===== config.mk =====
export PLATFORM = sky130hd
export DESIGN_NAME = per_slave_regfile
export DESIGN_NICKNAME = d
export VERILOG_FILES = /design/src/rtl/per_slave_regfile.sv
export SDC_FILE = /design/constraint.sdc
export NUM_CORES = 1
export LEC_CHECK = 0
export BUFFER_PORTS_ARGS = -buffer_cell sky130_fd_sc_hd__buf_2
export CAP_MARGIN = 20
export CORE_ASPECT_RATIO = 1.2
export CORE_UTILIZATION = 52
export DETAILED_ROUTE_END_ITERATION = 8
export PLACE_DENSITY = 0.81
export SYNTH_ARGS = -nofsm -noshare
export SYNTH_HDL_FRONTEND = slang
export SYNTH_SLANG_ARGS = --single-unit
export TNS_END_PERCENT = 10

===== constraint.sdc =====
create_clock -name clk_i -period 2.6 [get_ports clk_i]
set_input_delay 0.52 -clock clk_i [delete_from_list [all_inputs] [get_ports clk_i]]
set_output_delay 0.52 -clock clk_i [all_outputs]
set_load 0.01 [all_outputs]

===== src/rtl/per_slave_regfile.sv =====
// Peripheral-protocol register target: N_REGS x 32-bit control/status registers
// behind a req/gnt handshake with optional grant wait states; register 0 is a read-only ID.
module per_slave_regfile #(
    parameter int unsigned PER_ADDR_WIDTH = 32,
    parameter logic [31:0] BASE_ADDR      = 32'h1A10_0000,
    parameter int unsigned N_REGS         = 8,
    parameter logic [31:0] ID_VALUE       = 32'h5EC0_0001,
    parameter int unsigned GNT_WAIT       = 0
) (
    input  logic                      clk_i,
    input  logic                      rst_ni,
    input  logic                      per_slave_req_i,
    input  logic [PER_ADDR_WIDTH-1:0] per_slave_add_i,
    input  logic                      per_slave_we_i,
    input  logic [31:0]               per_slave_wdata_i,
    input  logic [3:0]                per_slave_be_i,
    output logic                      per_slave_gnt_o,
    output logic                      per_slave_r_valid_o,
    output logic                      per_slave_r_opc_o,
    output logic [31:0]               per_slave_r_rdata_o,
    output logic [N_REGS*32-1:0]      regs_o
);

    localparam int unsigned AW    = PER_ADDR_WIDTH;
    localparam int unsigned CNT_W = 4;
    localparam logic [AW-1:0] BASE = AW'(BASE_ADDR);

    typedef enum logic [1:0] {
        IDLE,
        WAIT,
        RESP
    } state_e;

    state_e            state_q;
    logic [CNT_W-1:0]  cnt_q;
    logic [31:0]       regs_q [1:N_REGS-1];

    logic [AW-1:0]     off;
    logic [AW-1:0]     idx;
    logic              in_range;
    logic              gnt_c;
    logic [31:0]       rd_word;

    // Address decode relative to the register window
    assign off      = per_slave_add_i - BASE;
    assign idx      = off >> 2;
    assign in_range = (per_slave_add_i >= BASE) && (off[1:0] == 2'b00) && (idx < AW'(N_REGS));

    always_comb begin
        rd_word = ID_VALUE;
        for (int i = 1; i < int'(N_REGS); i++) begin
            if (idx == AW'(i)) rd_word = regs_q[i];
        end
    end

    // Grant is combinational so a zero-wait access is accepted in the request cycle
    always_comb begin
        gnt_c = 1'b0;
        case (state_q)
            IDLE:    gnt_c = per_slave_req_i && (GNT_WAIT == 0);
            WAIT:    gnt_c = per_slave_req_i && (cnt_q == '0);
            default: gnt_c = 1'b0;
        endcase
    end

    assign per_slave_gnt_o = gnt_c;

    always_ff @(posedge clk_i or negedge rst_ni) begin
        if (!rst_ni) begin
            state_q             <= IDLE;
            cnt_q               <= '0;
            per_slave_r_valid_o <= 1'b0;
            per_slave_r_opc_o   <= 1'b0;
            per_slave_r_rdata_o <= '0;
            for (int i = 1; i < int'(N_REGS); i++) regs_q[i] <= '0;
        end else begin
            per_slave_r_valid_o <= gnt_c;
            case (state_q)
                IDLE: begin
                    if (per_slave_req_i) begin
                        if (GNT_WAIT == 0) begin
                            state_q <= RESP;
                        end else begin
                            cnt_q   <= CNT_W'(GNT_WAIT - 1);
                            state_q <= WAIT;
                        end
                    end
                end
                WAIT: begin
                    if (!per_slave_req_i) begin
                        cnt_q   <= '0;
                        state_q <= IDLE;
                    end else if (cnt_q == '0) begin
                        state_q <= RESP;
                    end else begin
                        cnt_q <= cnt_q - 1'b1;
                    end
                end
                default: state_q <= IDLE;
            endcase

            // Response and register update are both taken at the grant edge
            if (gnt_c) begin
                if (per_slave_we_i) begin
                    per_slave_r_rdata_o <= '0;
                    per_slave_r_opc_o   <= !in_range || (idx == '0);
                    for (int i = 1; i < int'(N_REGS); i++) begin
                        if (in_range && (idx == AW'(i))) begin
                            for (int k = 0; k < 4; k++) begin
                                if (per_slave_be_i[k]) regs_q[i][8*k +: 8] <= per_slave_wdata_i[8*k +: 8];
                            end
                        end
                    end
                end else begin
                    per_slave_r_opc_o   <= !in_range;
                    per_slave_r_rdata_o <= in_range ? rd_word : 32'hDEAD_BEEF;
                end
            end
        end
    end

    assign regs_o[31:0] = ID_VALUE;
    for (genvar g = 1; g < int'(N_REGS); g++) begin : g_regs
        assign regs_o[32*g +: 32] = regs_q[g];
    end

endmodule


== Yosys cells after proc, flatten, opt, wreduce, memory -nomap -nowiden ==
Cells that the tools add are included.
W data, S select, Z words.

* Bits in registers: 264
* Output and inout port bits: 291
* Logic and storage cells: 111

* Add/subtract/negate cells: 2
* Order comparisons: 2
* Equal/unequal tests: 11
* Mux-type cells: 17
* Reductions and logical operators: 46

{| class="wikitable"
|+ Operators by type and width
! operator !! count
|-
| $mux W32 || 9
|-
| $eq A30 B3 Y1 const B || 4
|-
| $reduce_and A4 Y1 || 28
|-
| $eq A30 B2 Y1 const B || 2
|-
| $ge A32 B29 Y1 const B || 1
|-
| $logic_not A32 Y1 || 1
|-
| $sub A32 B29 Y32 const B || 1
|-
| $eq A30 B1 Y1 const B || 1
|-
| $lt A30 B4 Y1 const B || 1
|-
| $logic_and A1 B1 Y1 || 10
|-
| $mux W4 || 2
|-
| $mux W2 || 3
|-
| $logic_not A2 Y1 || 2
|-
| $logic_not A4 Y1 || 1
|-
| $ne A2 B2 Y1 const B || 2
|-
| $pmux W2 S2 || 1
|-
| $reduce_and A2 Y1 || 2
|-
| $sub A4 B1 Y4 const B || 1
|-
| $ne A3 B3 Y1 const B || 1
|-
| $eq A2 B1 Y1 const B || 1
|-
| $pmux W1 S2 || 1
|-
| $logic_not A1 Y1 || 1
|-
| $logic_or A1 B1 Y1 || 1
|-
| $mux W1 || 1
|}

== Depth between registers and ports, before layout ==
Gate-level depths: netlist (run 1).

* Word-level depth: 11
* Depth in mapped cells: 9
* Mapped depth without buffers: 6

== Worst setup path before layout (run 1) ==
Ideal clock, no wire load.

* Path kind: input to register
* Start point: in per_slave_add_i[15]
* End point: reg regs_q, in the netlist regs_o[64]
* Data arrival time: 2.354 ns
* Slack: 0.118 ns
* Stages on the path: 7
* Cell sequence: nor4_2 nand4_1 or4_1 buf_2 nor3_4 nand3_2 mux2_1

* Cells in the longest elaborated chain, start to end: 5

{| class="wikitable"
|+ RTL lines
! what !! RTL line !! source
|-
| from (decl) || 13 || <nowiki>input logic [PER_ADDR_WIDTH-1:0] per_slave_add_i,</nowiki>
|-
| $sub A32 B29 Y32 or $ge A32 B29 Y1 (tied branches) || 45, 47 ||
|-
| $lt A30 B4 Y1 or $logic_and A1 B1 Y1 (tied branches) || 47 || <nowiki>assign in_range = (per_slave_add_i >= BASE) && (off[1:0] == 2'b00) && (idx < AW'(N_REGS));</nowiki>
|-
| $logic_and A1 B1 Y1 || 47 ||
|-
| $logic_and A1 B1 Y1 (*) || 108 || <nowiki>if (in_range && (idx == AW'(i))) begin</nowiki>
|-
| $reduce_and A4 Y1 (no line) (*) || - ||
|-
| to (signal, indexed assignment) || 110 || <nowiki>if (per_slave_be_i[k]) regs_q[i][8*k +: 8] <= per_slave_wdata_i[8*k +: 8];</nowiki>
|-
| to (decl) || 36 || <nowiki>logic [31:0] regs_q [1:N_REGS-1];</nowiki>
|}

Mark *: on every way between the ends. The rest lies on a longest branch, timed or not.
A chain may end at the register's enable or synchronous reset.

== Worst setup path in the final report (run 1) ==
* Start point: reg state_q[1]
* End point: reg regs_q, in the netlist regs_o[198]

* Cells in the longest elaborated chain, start to end: 3

{| class="wikitable"
|+ RTL lines
! what !! RTL line !! source
|-
| from (decl) || 34 || <nowiki>state_e state_q;</nowiki>
|-
| from (signal assigned) || 70 || <nowiki>state_q <= IDLE;</nowiki>
|-
| from (signal assigned) || 82 || <nowiki>state_q <= RESP;</nowiki>
|-
| from (signal assigned) || 85 || <nowiki>state_q <= WAIT;</nowiki>
|-
| $eq A2 B1 Y1 or $logic_not A2 Y1 (tied branches) || 59 || <nowiki>case (state_q)</nowiki>
|-
| $pmux W1 S2 (*) || 59 ||
|-
| $reduce_and A4 Y1 (no line) (*) || - ||
|}

Marks and branches as above.

==> results of run 1 <==
==> stage by stage <==
step	setup TNS (ps)	instances
global route	0	1677
global placement	-19780	1629
finish	0	1679
CTS	0	1676
floorplan	0	1016
detailed placement	-33520	1630
==> Yosys cell counts, drive strengths merged <==
library cell / count / area (um^2)
o31a: 2 / 17.5
nand4b: 1 / 8.76
or3: 8 / 50.1
mux2i: 14 / 140
o2111ai: 9 / 78.8
or2: 3 / 18.8
inv: 3 / 11.3
conb: 2 / 7.51
nor4: 6 / 68.8
o21ai: 31 / 155
and4: 2 / 17.5
buf: 42 / 284
a22oi: 31 / 233
and3: 3 / 18.8
nor3: 6 / 41.3
a211oi: 4 / 30.0
nor4bb: 1 / 10.0
mux2: 226 / 2540
nand4: 4 / 25.0
nand3b: 1 / 7.51
a21oi: 26 / 130
o22ai: 21 / 131
nand2b: 4 / 25.0
clkbuf: 41 / 154
a21o: 9 / 67.6
o32ai: 1 / 8.76
or4: 2 / 15.0
a22o: 1 / 8.76
nand2: 78 / 303
o211ai: 13 / 97.6
a31oi: 2 / 12.5
a221o: 1 / 10.0
a221oi: 11 / 96.3
nand3: 36 / 185
o31ai: 4 / 30.0
dfrtp: 259 / 6480
o41ai: 1 / 8.76
o221ai: 12 / 105
nor2: 65 / 262
==> logic make-up (layout without fill, tap and decap cells) <==
kind of cell	after synthesis	after routing
mux	240	240
buf+inv	86	467
compound gates	179	179
other cells	2	35
flops	259	259
simple gates	220	220
==> worst reg2reg max path, cell delays in order, from the launching register on <==
cell	delay, ps
dfrtp_1	350
nand2b_2	370
nor4_1	690
nand2_1	500
mux2_2	420
==> flip-flops by register name (all words and copies together), names as in the netlist <==
register / count
per_slave_r_rdata_o: 32
regs_o: 224
state_q: 1
per_slave_r_valid_o: 1
per_slave_r_opc_o: 1
==> power by group through the flow <==
stage | Sequential (mW) | Clock (mW) | Combinational, mW
4_1_cts | 4.12 | 4.11 | 0.673
3_3_place_gp | 4.19 | 0 | 0.650
5_1_grt | 4.12 | 4.26 | 0.730
2_1_floorplan | 4.21 | 0 | 0.289
3_5_place_dp | 4.19 | 0 | 0.666
6_report | 4.12 | 4.08 | 0.678
==> layer usage <==
metal / vias up / share of wire / GRT usage
li1: 4378 / - / -
met5: - / 0 / 0
met1: 5174 / 0.37 / 0.433
met2: 638 / 0.49 / 0.593
met4: 0 / 0.050 / 0.183
met3: 138 / 0.084 / 0.0646
==> worst max path at each step <==
stage                   startpoint  cells after the start           to
2_1_floorplan  per_slave_add_i[15]                      7   regs_o[64]
3_3_place_gp   per_slave_add_i[15]                      7  regs_o[110]
3_5_place_dp   per_slave_add_i[10]                      7  regs_o[110]
4_1_cts                 state_q[1]                      4  regs_o[198]
5_1_grt                 state_q[1]                      4  regs_o[198]
6_report                state_q[1]                      4  regs_o[198]
==> cell type report <==
type	instances	area share
timing repair buffer	418	0.158
tap	279	0.0228
multi-input combinational	671	0.334
sequential	259	0.423
antenna	3	0.000490
clock inverter	8	0.00956
clock buffer	38	0.0514
inverter	3	0.000735
==> summary.txt, run 1 <==
Power and ir drop
  – Net Sw Frac: 0.235
  – VDD IR max: ~620 uV
  – Combinational Power Share: 0.076
  – Net Switching: 2.09 mW
  – Pwr Total: roughly 9 mW
  – Clock group share of total power: 0.460
  – Int Power: between 6 and 7 mW
  – Lkg Pwr: roughly 8.5 nW
  – Power per Cell Area: roughly 580 nW/um^2
  – Flop pwr share: 0.464

Timing
  – Final Worst Setup Slack: between 100 and 150 ps
  – Setup Skew: approximately 12 ps
  – Final setup viols: 0
  – Least-Margin Pin Slew: just over 700 ps
  – Fin crit share: 0.943
  – Min Hold Slack: 0.599 ps
  – Max-slew violations: 0
  – Unrepaired setup endpoints after global routing: no
  – Relative slew slack: 0.519
  – Post-route minimum period: between 2000 and 2500 ps
  – Max Clk Rate: slightly above 400 MHz
  – Final Hold Vio Count: 0

CTS
  – H-tree levels: 1
  – Hold Buf Count CTS: 0
  – Clock latency on the worst-skew pair: 540 ps
  – Clock Sink Count: between 200 and 300
  – PostCTS Resize Cnt: 0
  – Post-CTS Setup Bufs: 0
  – Root Driver: clkbuf_16
  – CTS tree: built
  – Clock Path Buffers: 3
  – TritonCTS Buffers: 26
  – Clock Pin Slew Worst Setup and Hold Paths: about 60 ps

Critical path
  – Required time of the critical path: approximately 3000 ps
  – Crit. End Element: register
  – Worst Path Arrival: approximately 2900 ps
  – R2R Path Start: state_q[1]
  – Critical Path Max Stage Delay: 690 ps
  – R2R depth: 4
  – WP buf/inv: 0
  – Crit Path Category: register to register
  – CP max stage cell: nor4_1
  – CP top delay family: simple AND/OR/NAND/NOR gates
  – Worst R2R End: regs_o[198]
  – Sequence of cells on the critical path: nand2b_2 > nor4_1 > nand2_1 > mux2_2
  – R2r setup slk: around 150 ps
  – CP Max Fanout: 13
  – Crit path launch type: register

GRT
  – Overall routing resource usage: 0.352
  – Vias in the first global route: between 10000 and 15000
  – GRT Residual Overflow: 0
  – Largest net degree at the start of global routing: just under 90
  – Antenna violations before repair: 1
  – First-pass GRT wire length: 62000 um

Finish
  – Most common cell after layout, fill and taps aside: buf_2
  – Multi-input logic area: between 5000 and 6000 um^2
  – FF/Latch Area: between 6000 and 7000 um^2
  – Commonest non-fill, non-tap cells in the layout: buf_2 (329), dfrtp_1 (259), mux2_2 (215)
  – Finished Core Util: 0.682
  – Fillcell total: around 1700
  – Layout area overhead: 28.7%
  – # nets final: 1451
  – Final instance area: roughly 15000 um^2
  – Ratio of cells with drive above 1 in the final layout: 0.500

Synthesis
  – Synth Warn #: 0
  – Seq/Total Area, Yosys: 0.545
  – Post-synthesis xor/xnor area fraction: 0
  – Synthesized area per cell: between 10 and 15 um^2
  – Netlist cell types: 48
  – Synth Area in Compound Gates: 0.103
  – Synth Area in Simple Gates: 0.0887
  – Combinational family with the most area after synthesis: multiplexers
  – Post-synthesis mux area share: 0.226
  – Flops & latches, synth: ~260
  – Synth Instances: 986
  – Synth Cell Area: 11900 um^2
  – Synth Area in Adders: 0

Placed design
  – Dpl ws: -265 ps
  – I/O Buffers: 330
  – Post-DP HPWL: around 29000 um
  – Final GP Congestion: just over 0.9
  – Post-Place Cell Area: between 10000 and 15000 um^2

Route
  – Final WL: 41600 um
  – 1st-pass router iterations: 5
  – Post-route ant nets: 0
  – 1st-iter DRT viols: 726
  – Wire per inst: 24.8 um
  – Drt via density: approximately 6.2
  – DRC violations left: 0
  – Vias: slightly above 10000

Floorplanning
  – Initial core utilization: 0.530
  – Die area: approximately 23000 um^2
  – Rows: 60
  – Die H: 168 um
  – Die width: roughly 140 um
  – Core area: between 20000 and 25000 um^2
  – Io pins: between 300 and 400

Job
  – Max-cap violations: 0

Status
  – Status: complete, no violations

Min path
  – Worst min path class: input port to asynchronous set/reset pin
(Power assumes the default switching activity.)
==> run 2: changes to the inputs <==
- REMOVE_ABC_BUFFERS: default -> 1
- clock period: 2.6 -> 2.4 ns (I/O delays scaled with it)
==> run 2 against run 1 <==
Effect of this change:
- routed wire length rose by 1.6%
- register-to-register slack better by 190 ps
- clock power is essentially flat
- combinational power rose by 9.6%
- via count grew 0.48%
- total power up 4.4%
- flip-flop and latch count unchanged
- critical path type is now input port to register
==> summary.txt, run 2 (same netlist as run 1, synthesis figures left out) <==
Status
  – Status: complete, no violations (unchanged)

Critical path
  – Crit. End Element: register (unchanged)
  – Worst Path Arrival: 2790 ps (was 2860 ps)
  – CP Max Fanout: 8 (was 13)
  – Required time of the critical path: 2810 ps (was 3010 ps)
  – R2r setup slk: 340 ps (was 150 ps)
  – R2R depth: 7 (was 4)
  – Worst R2R End: per_slave_r_rdata_o[28] (was regs_o[198])
  – Crit path launch type: input port (was register)
  – CP max stage cell: nor4_4 (was nor4_1)
  – R2R Path Start: state_q[1] (unchanged)
  – Critical Path Max Stage Delay: 370 ps (was 690 ps)
  – Crit Path Category: input port to register (was register to register)
  – Sequence of cells on the critical path: buf_2 > nor4_2 > nand4_1 > buf_4 > nor4_4 > nand4_1 > buf_4 > nor2_2 > buf_12 > mux2_2 (was nand2b_2 > nor4_1 > nand2_1 > mux2_2)

Power and ir drop
  – Lkg Pwr: 8.55 nW (was 8.47 nW)
  – Int Power: 7.02 mW (was 6.79 mW)
  – Power per Cell Area: 600 nW/um^2 (was 580 nW/um^2)
  – Combinational Power Share: 0.080 (was 0.076)
  – VDD IR max: 559 uV (was 623 uV)
  – Net Sw Frac: 0.243 (was 0.235)
  – Pwr Total: 9.27 mW (was 8.88 mW)
  – Flop pwr share: 0.481 (was 0.464)
  – Clock group share of total power: 0.439 (was 0.460)
  – Net Switching: 2.26 mW (was 2.09 mW)

GRT
  – Largest net degree at the start of global routing: 74 (was 88)
  – Overall routing resource usage: 0.359 (was 0.352)
  – First-pass GRT wire length: 62800 um (was 62000 um)
  – GRT Residual Overflow: 0 (unchanged)
  – Antenna violations before repair: 3 (was 1)
  – Vias in the first global route: 10322 (was 10286)

Finish
  – Layout area overhead: 29.8% (was 28.7%)
  – # nets final: 1467 (was 1451)
  – Commonest non-fill, non-tap cells in the layout: buf_2 (329), dfrtp_1 (259), mux2_2 (215) (unchanged)
  – Most common cell after layout, fill and taps aside: buf_2 (unchanged)
  – Fillcell total: 1649 (was 1664)
  – Multi-input logic area: 5110 um^2 (about the same)
  – FF/Latch Area: 6480 um^2 (unchanged)
  – Max reg flops: 224 (unchanged)
  – Ratio of cells with drive above 1 in the final layout: 0.506 (was 0.500)

Floorplanning
  – Rows: 60 (unchanged)
  – Io pins: 363 (unchanged)
  – Initial core utilization: 0.530 (unchanged)
  – Core area: 22400 um^2 (unchanged)
  – Die area: 23500 um^2 (unchanged)
  – Die width: 140 um (unchanged)
  – Die H: 168 um (unchanged)

Timing
  – Final setup viols: 0 (unchanged)
  – Setup_tns: 0 ps (unchanged)
  – Unrepaired setup endpoints after global routing: no (unchanged)
  – Max-slew violations: 0 (unchanged)
  – Setup Skew: 15.0 ps (was 12.1 ps)
  – Final Hold Vio Count: 0 (unchanged)
  – Max Clk Rate: between 400 and 500 MHz
  – Relative slew slack: 0.538 (was 0.519)
  – Post-route minimum period: between 2000 and 2500 ps
  – Min Hold Slack: 246 ps (was 0.599 ps)
  – Least-Margin Pin Slew: 692 ps (was 715 ps)
  – Fin crit share: 0.988

Route
  – Max Used Layer: met4 (unchanged)
  – DRC violations left: 0 (unchanged)
  – Metal3 WL: 3480 um (about the same)
  – Routed wl met2: 21000 um (was 20400 um)
  – Wire per inst: 24.9 um (was 24.8 um)
  – Vias: 10378 (was 10328)
  – 1st-iter DRT viols: 740 (was 726)
  – Drt via density: 6.12 (was 6.15)
  – Final WL: 42300 um (was 41600 um)
  – 1st-pass router iterations: 5 (unchanged)
  – Post-route ant nets: 0 (unchanged)
  – Routed length on met1: 15700 um (was 15600 um)

Min path
  – Hold endpoint: regs_o[110]
  – Hold_sp: per_slave_wdata_i[14]
  – Worst min path class: input port to register (was input port to asynchronous set/reset pin)
  – Worst hold stages: 2

CTS
  – H-tree levels: 1 (unchanged)
  – Root Driver: clkbuf_16 (unchanged)
  – CTS tree: built (unchanged)
  – Clock Sink Count: 259 (unchanged)
  – PostCTS Resize Cnt: 0 (unchanged)
  – Clock latency on the worst-skew pair: 540 ps (about the same)
  – TritonCTS Buffers: 26 (unchanged)
  – Clock Pin Slew Worst Setup and Hold Paths: 60 ps (about the same)
  – Clock Path Buffers: 3 (unchanged)

Placed design
  – Post-DP HPWL: 30300 um (was 29300 um)
  – I/O Buffers: 330 (unchanged)
  – Final GP Congestion: 0.915 (was 0.931)

Job
  – Max-cap violations: 0 (unchanged)
==> run 2: changes by cell type in the layout (fill, tap and decap cells not counted), sizes merged <==
cell | before | now
clkinv | 2 | 8
dlygate4sd3 | 0 | 1
buf | 418 | 433
bufinv | 4 | 1
inv | 4 | 3
==> run 2: worst max path at each step <==
stage                        to  slack, ps  cells after the start           startpoint
CTS                  regs_o[57]         60                     10   per_slave_add_i[6]
detailed placement   regs_o[57]       -490                     10   per_slave_add_i[6]
global route         regs_o[63]          9                     10   per_slave_add_i[6]
global placement    regs_o[110]       -390                      7   per_slave_add_i[6]
floorplan            regs_o[48]       -850                      6  per_slave_add_i[15]
finish               regs_o[57]         30                     10   per_slave_add_i[6]
==> run 2: critical path: cells and delay by family <==
family | cells | cell delay [ps]
buffers and inverters | 4 | 670
muxes | 1 | 340
and+or+nand+nor | 5 | 1300
==> run 2: area by class of cell <==
| type | instances | share of cell area |
|---|---|---|
| tap | 279 | 0.0226 |
| inverter | 3 | 0.000729 |
| multi-input combinational | 671 | 0.331 |
| clock inverter | 10 | 0.00575 |
| antenna | 3 | 0.000486 |
| timing repair buffer | 434 | 0.170 |
| clock buffer | 38 | 0.0502 |
| sequential | 259 | 0.420 |
==> run 2: stage by stage <==
step | cells | area [um^2] | worst slack (ps) | util
after floorplan | 933 | 11600 | -853 | -
after global placement | 1645 | 14600 | -392 | 0.649
after detailed placement | 1645 | 14600 | -492 | 0.649
after CTS | 1694 | 15400 | 55.6 | 0.688
after global routing | 1696 | 15400 | 8.99 | 0.688
final | 1697 | 15400 | 28.1 | 0.688
==> run 2: metal layers <==
metal / vias up / track usage
met1: 5221 / 0.433
met2: 625 / 0.611
met3: 130 / 0.0661
met5: - / 0
met4: 0 / 0.192
li1: 4402 / -
==> run 2: power by group through the flow <==
stage	registers, mW	clock network [mW]	logic [mW]
global route	4.46	4.29	0.799
global placement	4.54	0	0.714
CTS	4.46	4.12	0.738
detailed placement	4.54	0	0.733
floorplan	4.56	0	0.238
finish	4.46	4.07	0.743
==> run 2: timing repair <==
action | in CTS | in global routing
hold endpoints to repair | 66 | 0
hold buffers | 1 | 0
endpoints found under the setup margin | 0 | 0
buffers inserted | 0 | 0
